## src/rtl/arb_pkg.sv

```systemverilog
// Shared types and helpers for the round-robin bus arbiter.
// Build option ARB_FIXED_PRIO_EN (see rr_pick) selects legacy highest-index-wins priority.
package arb_pkg;

    typedef enum logic {
        IDLE = 1'b0,
        BUSY = 1'b1
    } arb_state_t;

    // Pointer resets to N_REQ - PTR_RESET_BACKOFF so the first search begins at index 0.
    localparam int unsigned PTR_RESET_BACKOFF = 1;

    function automatic int calc_idw(input int n);
        return (n <= 2) ? 1 : $clog2(n);
    endfunction

endpackage

```

## src/rtl/rr_pick.sv

```systemverilog
// Combinational winner search: first set bit of (req & ~excl) starting at 'start', modulo N_REQ.
// With ARB_FIXED_PRIO_EN defined the highest-index set bit wins and 'start' is ignored.
module rr_pick
    import arb_pkg::*;
#(
    parameter int N_REQ = 4,
    parameter int IDW   = calc_idw(N_REQ)
) (
    input  logic [N_REQ-1:0] req,
    input  logic [IDW-1:0]   start,
    input  logic [N_REQ-1:0] excl,
    output logic [IDW-1:0]   winner,
    output logic             found
);

    logic [N_REQ-1:0] masked;

    assign masked = req & ~excl;
    assign found  = |masked;

`ifdef ARB_FIXED_PRIO_EN
    logic unused_start;

    assign unused_start = ^start;

    always_comb begin
        winner = '0;
        for (int i = 0; i < N_REQ; i++) begin
            if (masked[i]) winner = IDW'(i);
        end
    end
`else
    logic [N_REQ-1:0] rot;
    logic [IDW-1:0]   offset;
    logic [IDW:0]     sum;

    // Doubling the vector turns the rotate into a plain right shift.
    assign rot = N_REQ'({masked, masked} >> start);

    always_comb begin
        offset = '0;
        for (int i = N_REQ - 1; i >= 0; i--) begin
            if (rot[i]) offset = IDW'(i);
        end
    end

    assign sum    = {1'b0, start} + {1'b0, offset};
    assign winner = (sum >= (IDW+1)'(N_REQ)) ? IDW'(sum - (IDW+1)'(N_REQ)) : sum[IDW-1:0];
`endif

endmodule

```

## src/rtl/rr_arbiter.sv

```systemverilog
// N-requester bus arbiter: round-robin fairness, grant lock and bounded hold, registered outputs.
// ARB_FIXED_PRIO_EN drops the rotation pointer in favour of highest-index-wins priority.
//
//   state | meaning
//   IDLE  | no owner; grant=0, bus keeps last grantee
//   BUSY  | owner = bus, grant[bus]=1, hold_cnt counts consecutive owned cycles
module rr_arbiter
    import arb_pkg::*;
#(
    parameter int    N_REQ    = 4,
    parameter int    MAX_HOLD = 8,
    localparam int   IDW      = calc_idw(N_REQ)
) (
    input  logic             clk,
    input  logic             reset,
    input  logic [N_REQ-1:0] req,
    output logic [N_REQ-1:0] grant,
    output logic [IDW-1:0]   bus,
    output logic             valid
);

    localparam int               HCW       = calc_idw(MAX_HOLD + 1);
    localparam bit               UNLIMITED = (MAX_HOLD == 0);
    localparam logic [HCW-1:0]   HOLD_LIM  = HCW'((MAX_HOLD == 0) ? 1 : MAX_HOLD);
    localparam logic [N_REQ-1:0] ONE_HOT0  = N_REQ'(1);

    arb_state_t       state;
    logic [HCW-1:0]   hold_cnt;
    logic [IDW-1:0]   start;
    logic [IDW-1:0]   winner;
    logic [N_REQ-1:0] excl;
    logic             found;
    logic             keep;

`ifdef ARB_FIXED_PRIO_EN
    assign start = '0;
`else
    localparam logic [IDW-1:0] LAST_RST = IDW'(N_REQ - PTR_RESET_BACKOFF);
    localparam logic [IDW-1:0] LAST_IDX = IDW'(N_REQ - 1);

    logic [IDW-1:0] last;

    // While BUSY, last == bus, so one search origin serves idle, drop and preempt cases.
    assign start = (last == LAST_IDX) ? '0 : last + 1'b1;
`endif

    assign excl = (state == BUSY) ? (ONE_HOT0 << bus) : '0;
    assign keep = UNLIMITED || (hold_cnt < HOLD_LIM) || !found;

    rr_pick #(
        .N_REQ (N_REQ),
        .IDW   (IDW)
    ) u_pick (
        .req    (req),
        .start  (start),
        .excl   (excl),
        .winner (winner),
        .found  (found)
    );

    always_ff @(posedge clk) begin
        if (!reset) begin
            state    <= IDLE;
            grant    <= '0;
            bus      <= '0;
            valid    <= 1'b0;
            hold_cnt <= '0;
`ifndef ARB_FIXED_PRIO_EN
            last     <= LAST_RST;
`endif
        end else if ((state == BUSY) && req[bus] && keep) begin
            if (hold_cnt < HOLD_LIM) hold_cnt <= hold_cnt + 1'b1;
        end else if (found) begin
            state    <= BUSY;
            grant    <= ONE_HOT0 << winner;
            bus      <= winner;
            valid    <= 1'b1;
            hold_cnt <= HCW'(1);
`ifndef ARB_FIXED_PRIO_EN
            last     <= winner;
`endif
        end else begin
            state <= IDLE;
            grant <= '0;
            valid <= 1'b0;
        end
    end

endmodule

```

## config.mk

```make
export PLATFORM = sky130hd
export DESIGN_NAME = rr_arbiter
export DESIGN_NICKNAME = d
export VERILOG_FILES = /design/src/rtl/arb_pkg.sv /design/src/rtl/rr_pick.sv /design/src/rtl/rr_arbiter.sv
export SDC_FILE = /design/constraint.sdc
export NUM_CORES = 1
export LEC_CHECK = 0
export CORE_UTILIZATION = 47
export DETAILED_ROUTE_END_ITERATION = 6
export GPL_TIMING_DRIVEN = 0
export HOLD_SLACK_MARGIN = 0.03
export PLACE_DENSITY = 0.76
export SETUP_SLACK_MARGIN = 0.4
export SYNTH_ARGS = -nofsm -noshare
export SYNTH_HDL_FRONTEND = slang
export SYNTH_SLANG_ARGS = --single-unit
```

## constraint.sdc

```tcl
create_clock -name clk -period 2.55 [get_ports clk]
set_input_delay 0.51 -clock clk [delete_from_list [all_inputs] [get_ports clk]]
set_output_delay 0.51 -clock clk [all_outputs]
set_load 0.05 [all_outputs]
```

# Word level (Yosys, flattened, before mapping)
# Index checks and enable logic that the tools add are counted.
# word_totals
output_inout_bits	7
register_bits	13
elab_cells	42
in_bits	6
# classes
eq_ne	2
reduce_logical	8
n_mux	14
order_cmp	3
shift	3
addsub	4
bitwise	3
# op_table
op	count
$mux W4	5
$mux W2	6
$shl A1 B2 Y4 const A	2
$shr A8 B2 Y4	1
$add A4 B1 Y4 const B	1
$and A4 B4 Y4	1
$lt A4 B4 Y1 const B	1
$not A4 Y4	1
$reduce_and A2 Y1	2
$reduce_or A4 Y1	1
$add A2 B2 Y3	1
$ge A3 B3 Y1 const B	1
$lt A2 B3 Y1 const B	1
$add A2 B1 Y2 const B	1
$bmux W1 S2	1
$eq A2 B2 Y1 const B	1
$logic_and A1 B1 Y1	2
$mux W1	2
$ne A2 B1 Y1 const B	1
$reduce_bool A2 Y1	1
$sub A2 B1 Y2 const B	1
$logic_not A1 Y1	1
$logic_or A1 B1 Y1	1
$not A1 Y1	1

# Depth between registers and ports, before layout
# logic_depth
word_depth	14
ltp_mapped	11

# By module
# A second synthesis with hierarchy kept.
# unflattened
cells_unflattened	102
hier_area_um2	893.4
# modules_own_cells
mod	seq_area_each_um2	instances	area_each_um2	cells_each
rr_arbiter	260.2	1	698.2	79
rr_pick	0.0	1	195.2	23

# Worst setup path after synthesis
# Ideal clock, no wire load.
# synth_timing
kind	register to register
start	reg state
end	reg last[1]
setup_ps	122
n_path_buf	1
arrival_time_ps	2713
slack_ps	-285
path_stages_with_launch	11
synth_period_minus_slack_ps	2835
path_cell_list	dfxtp_1 -> or3b_1 -> buf_6 -> and2_4 -> nand2_1 -> o22ai_1 -> a211o_1 -> ha_1 -> xnor2_1 -> or4b_1 -> o311a_1
# synth_between
elab_chain_len	11
elab_cells_between_ends	19
# synth_rtl
element	line	rtl
from (decl)	rr_arbiter.sv:27	arb_state_t state;
from (signal assigned)	rr_arbiter.sv:63	state <= IDLE;
from (signal assigned)	rr_arbiter.sv:74	state <= BUSY;
from (signal assigned)	rr_arbiter.sv:83	state <= IDLE;
$mux W4	rr_arbiter.sv:47	assign excl = (state == BUSY) ? (ONE_HOT0 << bus) : '0;
$not A4 Y4	rr_pick.sv:18	assign masked = req & ~excl;
$and A4 B4 Y4	rr_pick.sv:18	
$shr A8 B2 Y4	rr_pick.sv:38	assign rot = N_REQ'({masked, masked} >> start);
$mux W2 (4 in a row)	rr_pick.sv:43	if (rot[i]) offset = IDW'(i);
$add A2 B2 Y3	rr_pick.sv:47	assign sum = {1'b0, start} + {1'b0, offset};
$ge A3 B3 Y1 or $sub A2 B1 Y2 (tied branches)	rr_pick.sv:48	assign winner = (sum >= (IDW+1)'(N_REQ)) ? IDW'(sum - (IDW+1)'(N_REQ)) : sum[IDW-1:0];
$mux W2	rr_pick.sv:48	
to (signal assigned)	rr_arbiter.sv:80	last <= winner;
to (decl)	rr_arbiter.sv:41	logic [IDW-1:0] last;
# Several ways; a longest one is shown, not always the timed one.
# A chain may end at the register's enable or synchronous reset.

# Worst setup path in the final report
# layout_timing
start	reg bus[1]
end	reg last[1]
# layout_between
elab_chain_len	12
elab_cells_between_ends	22
# layout_rtl
element	line	rtl
from (decl)	rr_arbiter.sv:18	output logic [IDW-1:0] bus,
from (signal assigned)	rr_arbiter.sv:76	bus <= winner;
$shl A1 B2 Y4	rr_arbiter.sv:47	
$mux W4	rr_arbiter.sv:47	
$not A4 Y4	rr_pick.sv:18	
$and A4 B4 Y4	rr_pick.sv:18	
$shr A8 B2 Y4	rr_pick.sv:38	
$mux W2 (4 in a row)	rr_pick.sv:43	
$add A2 B2 Y3	rr_pick.sv:47	
$ge A3 B3 Y1 or $sub A2 B1 Y2 (tied branches)	rr_pick.sv:48	
$mux W2	rr_pick.sv:48	
# Several ways; a longest one is shown, not always the timed one. The select of a mux whose other input is x is not followed.

==> key figures <==
Routing
  • WL met1: between 1 and 1.5 mm
  • Avg Vias per Cell: 5.99
  • TritonRoute pass-1 iters: 4
  • Vias: about 900
  • Avg WL per Cell: between 10 and 15 um
  • Met3 Routed Length: roughly 44 um
  • DRT iter0 DRCs: 13
  • Drt total wl: 2.21 mm
  • Top Layer Used: met4
  • ANT nets after route: 0
  • Post-route DRC: 0
  • Wire length on met2: approximately 1.1 mm

Outcome
  • Status: complete, no violations

Synthesis
  • Syn. warnings: 0
  • Share of the synthesized area in the top cell type: between 30% and 40%
  • Synthesized flop and latch total: 13
  • Most common flop cell mapped by yosys: dfxtp_1
  • Most frequent cells after synthesis: 13 x dfxtp_1, 12 x nand2_1, 7 x a21oi_1, 5 x nand3_1, 5 x nor2_1
  • Post-synth ARST share: 0%
  • Post-Synthesis Cells: 98
  • Syn Area/Cell: 8.73 sq um
  • Netlist cell types: 45
  • Synth top area cells: dfxtp_1 30%, nand2_1 5.3%, ha_1 4.4%
  • Area leader, netlist: dfxtp_1
  • Post-Synthesis Cell Area: ~860 sq um
  • Sequential fraction of the synthesis area: 30.4%
  • Syn Nets: ~110
  • Most numerous cell in the Yosys netlist: dfxtp_1
  • EDFF count, synth: 0

Floorplanning
  • Boundary pin count: 13
  • Die Ht: ~45 um
  • Starting Density: 50.1%
  • Row count: 15
  • Core area: around 0.0017 sq mm
  • Die Wd: 44.7 um
  • Die area: 0.00200 sq mm

STA
  • RSZ-0062 raised after global routing: true
  • # setup viols final: 0
  • Max-slew violations: 0
  • Highest clock rate: 407 MHz
  • Slew Limit Headroom: 56.4%
  • Worst-Margin Slew: around 0.65 ns
  • Hold Fails Final Rpt: 0
  • Tcrit/Tclk final: 96.4%
  • Clk_skew: roughly 0.0038 ns
  • Min cycle time layout: 2.46 ns

Setup path
  • CP top delay family: simple AND/OR/NAND/NOR gates
  • Critical-path cell list: or3b_4, buf_6, and2_4, nand2_2, o22ai_2, a211o_1, ha_2, xnor2_2, or4b_1, o311a_1
  • Worst R2R Start: bus[1]
  • Crit. Startpoint: bus[1]
  • Crit path kind: reg2reg
  • Arrival @ worst endpoint: between 2 and 3 ns
  • Critical path peak fanout: 4
  • CP peak stage delay: ~0.48 ns
  • Worst Path Buf+Inv: 1
  • CP Launch Type: register
  • Worst setup EP type: register
  • Req. time, crit path: 2.73 ns
  • CP max-delay cell: or4b_1

Cells and area
  • Design area: around 0.0012 sq mm
  • Area growth, synth to finish: 40.9%
  • Multi-input logic area: roughly 640 sq um
  • Finished Layout Cells: 148
  • # diodes: 0
  • Final nets: approximately 130
  • Filler cells: 126
  • Sequential Area: 273 sq um
  • Fin util: 70.6%
  • Share of layout cells above drive strength 1: roughly 33%

CTS
  • H-Tree Depth: 1
  • Clock buffer count from CTS: 3
  • Clk buf depth: 2
  • Clk_lat worst skew: ~0.28 ns
  • CTS tree: yes
  • Root buffer cell: clkbuf_4
  • Reg clk slew, reported paths: around 0.08 ns
  • Hold-fix buffers, CTS: 0
  • # clock sinks: 13

Power and ir drop
  • PD cells: around 1200 mW/mm^2
  • P_int: between 0.8 and 0.9 mW
  • Peak supply drop: roughly 0.00069 V
  • Power share of the clock group: under 10%
  • P_sw: between 0.6 and 0.7 mW
  • Reg power frac: between 20% and 30%
  • P_leak: approximately 0.48 nW
  • Sw Share: between 40% and 50%
  • Power share of the combinational group: 69.8%

Run
  • MaxCap Viol Count: 0

Hold path
  • HP Start: grant[3]
  • Class of the worst hold path: reg2reg

Global route
  • Vias in the first global route: between 700 and 800
  • Initial antenna violation count: 0
  • Overflow after GRT: 0
  • First-pass GRT wire length: ~3.4 mm
  • GRT Overall Usage: 23.2%
  • Largest net degree at the start of global routing: 10

Place
  • Gpl congestion: about 0.81
  • DP HPWL: approximately 1.4 mm
  • Area post-placement: slightly above 0.001 sq mm
  • Post-Place Cells: 135
  • Port Buffers: 12
## registers in the layout, summed over array words and instances (netlist names)
| name | flops |
|---|---|
| bus | 2 |
| grant | 4 |
| hold_cnt | 4 |
| last | 2 |
| state | 1 |
## layout by cell type (no fill, tap or decap), types with 2 or more instances in the layout
master / instances
a22o_1: 2
o21ai_0: 3
nor2_1: 5
dfxtp_4: 3
nand4_1: 2
nand3_1: 5
inv_1: 2
ha_2: 2
a22oi_1: 2
buf_4: 9
buf_6: 3
a211oi_1: 2
a21oi_1: 6
nand2_1: 10
a31oi_4: 2
o21ai_1: 2
clkdlybuf4s50_1: 8
and2_4: 2
nand3b_1: 3
dlygate4sd2_1: 3
dfxtp_1: 9
clkbuf_4: 3
nand2_2: 2
## worst paths after layout
check                           endpoint  cells after the start  slack (ns)
worst max-delay path             last[1]                     10        0.09
worst min-delay path            grant[3]                      2        0.45
worst max register to register   last[1]                     10        0.09
worst min register to register  grant[3]                      2        0.45
## power by group through the flow
stage                     Sequential [mW]  Clock [mW]  Combinational (mW)
final                               0.315       0.132                1.04
after global routing                0.321       0.139                1.11
after CTS                           0.317       0.133               0.946
after detailed placement            0.332           0               0.784
after global placement              0.328           0               0.769
after floorplan                     0.468           0               0.461
## cell type report
type,count,share of cell area (%)
flip-flops and latches,13,22.6
clock buffers,4,2.18
plain buffers,3,2.80
well taps,25,2.59
inverters,3,0.934
repair buffers,21,15.5
multi-input cells,79,53.4
## metal layers
layer,GRT usage [%],up-vias
met5,0,-
met4,3.64,0
met3,6.12,4
met2,38.8,13
met1,30.5,436
li1,-,434
## kinds of logic after synthesis
logic type      synth area share, %
xor+xnor                       2.05
flops                          30.4
simple gates                   26.6
buf+inv                        4.53
mux                            3.07
fa+ha+maj                      4.39
compound gates                 28.9
## worst min-delay path, stage by stage (launching register included)
cell	delay, ns
dfxtp_1	0.31
nand2_1	0.05
o21ai_1	0.05
## through the flow
step	total power, mW	hold WS (ns)	TNS, ns	worst slack (ns)
final	1.48	0.450	0	0.0921
after global routing	1.57	0.472	0	0.0397
after CTS	1.40	0.453	0	0.0779
after detailed placement	1.12	0.440	-2.01	-0.476
after global placement	1.10	0.434	-1.83	-0.432
after floorplan	0.929	0.450	0	0.0440
## what timing repair did
action                                  in CTS  in global routing
pin swaps                                    5                  3
endpoints found under the setup margin       8                  9
hold endpoints to repair                     0                  0
resized for setup                            9                 16
setup buffers                                7                  2
No activity file was read; power rests on OpenSTA's default activity.
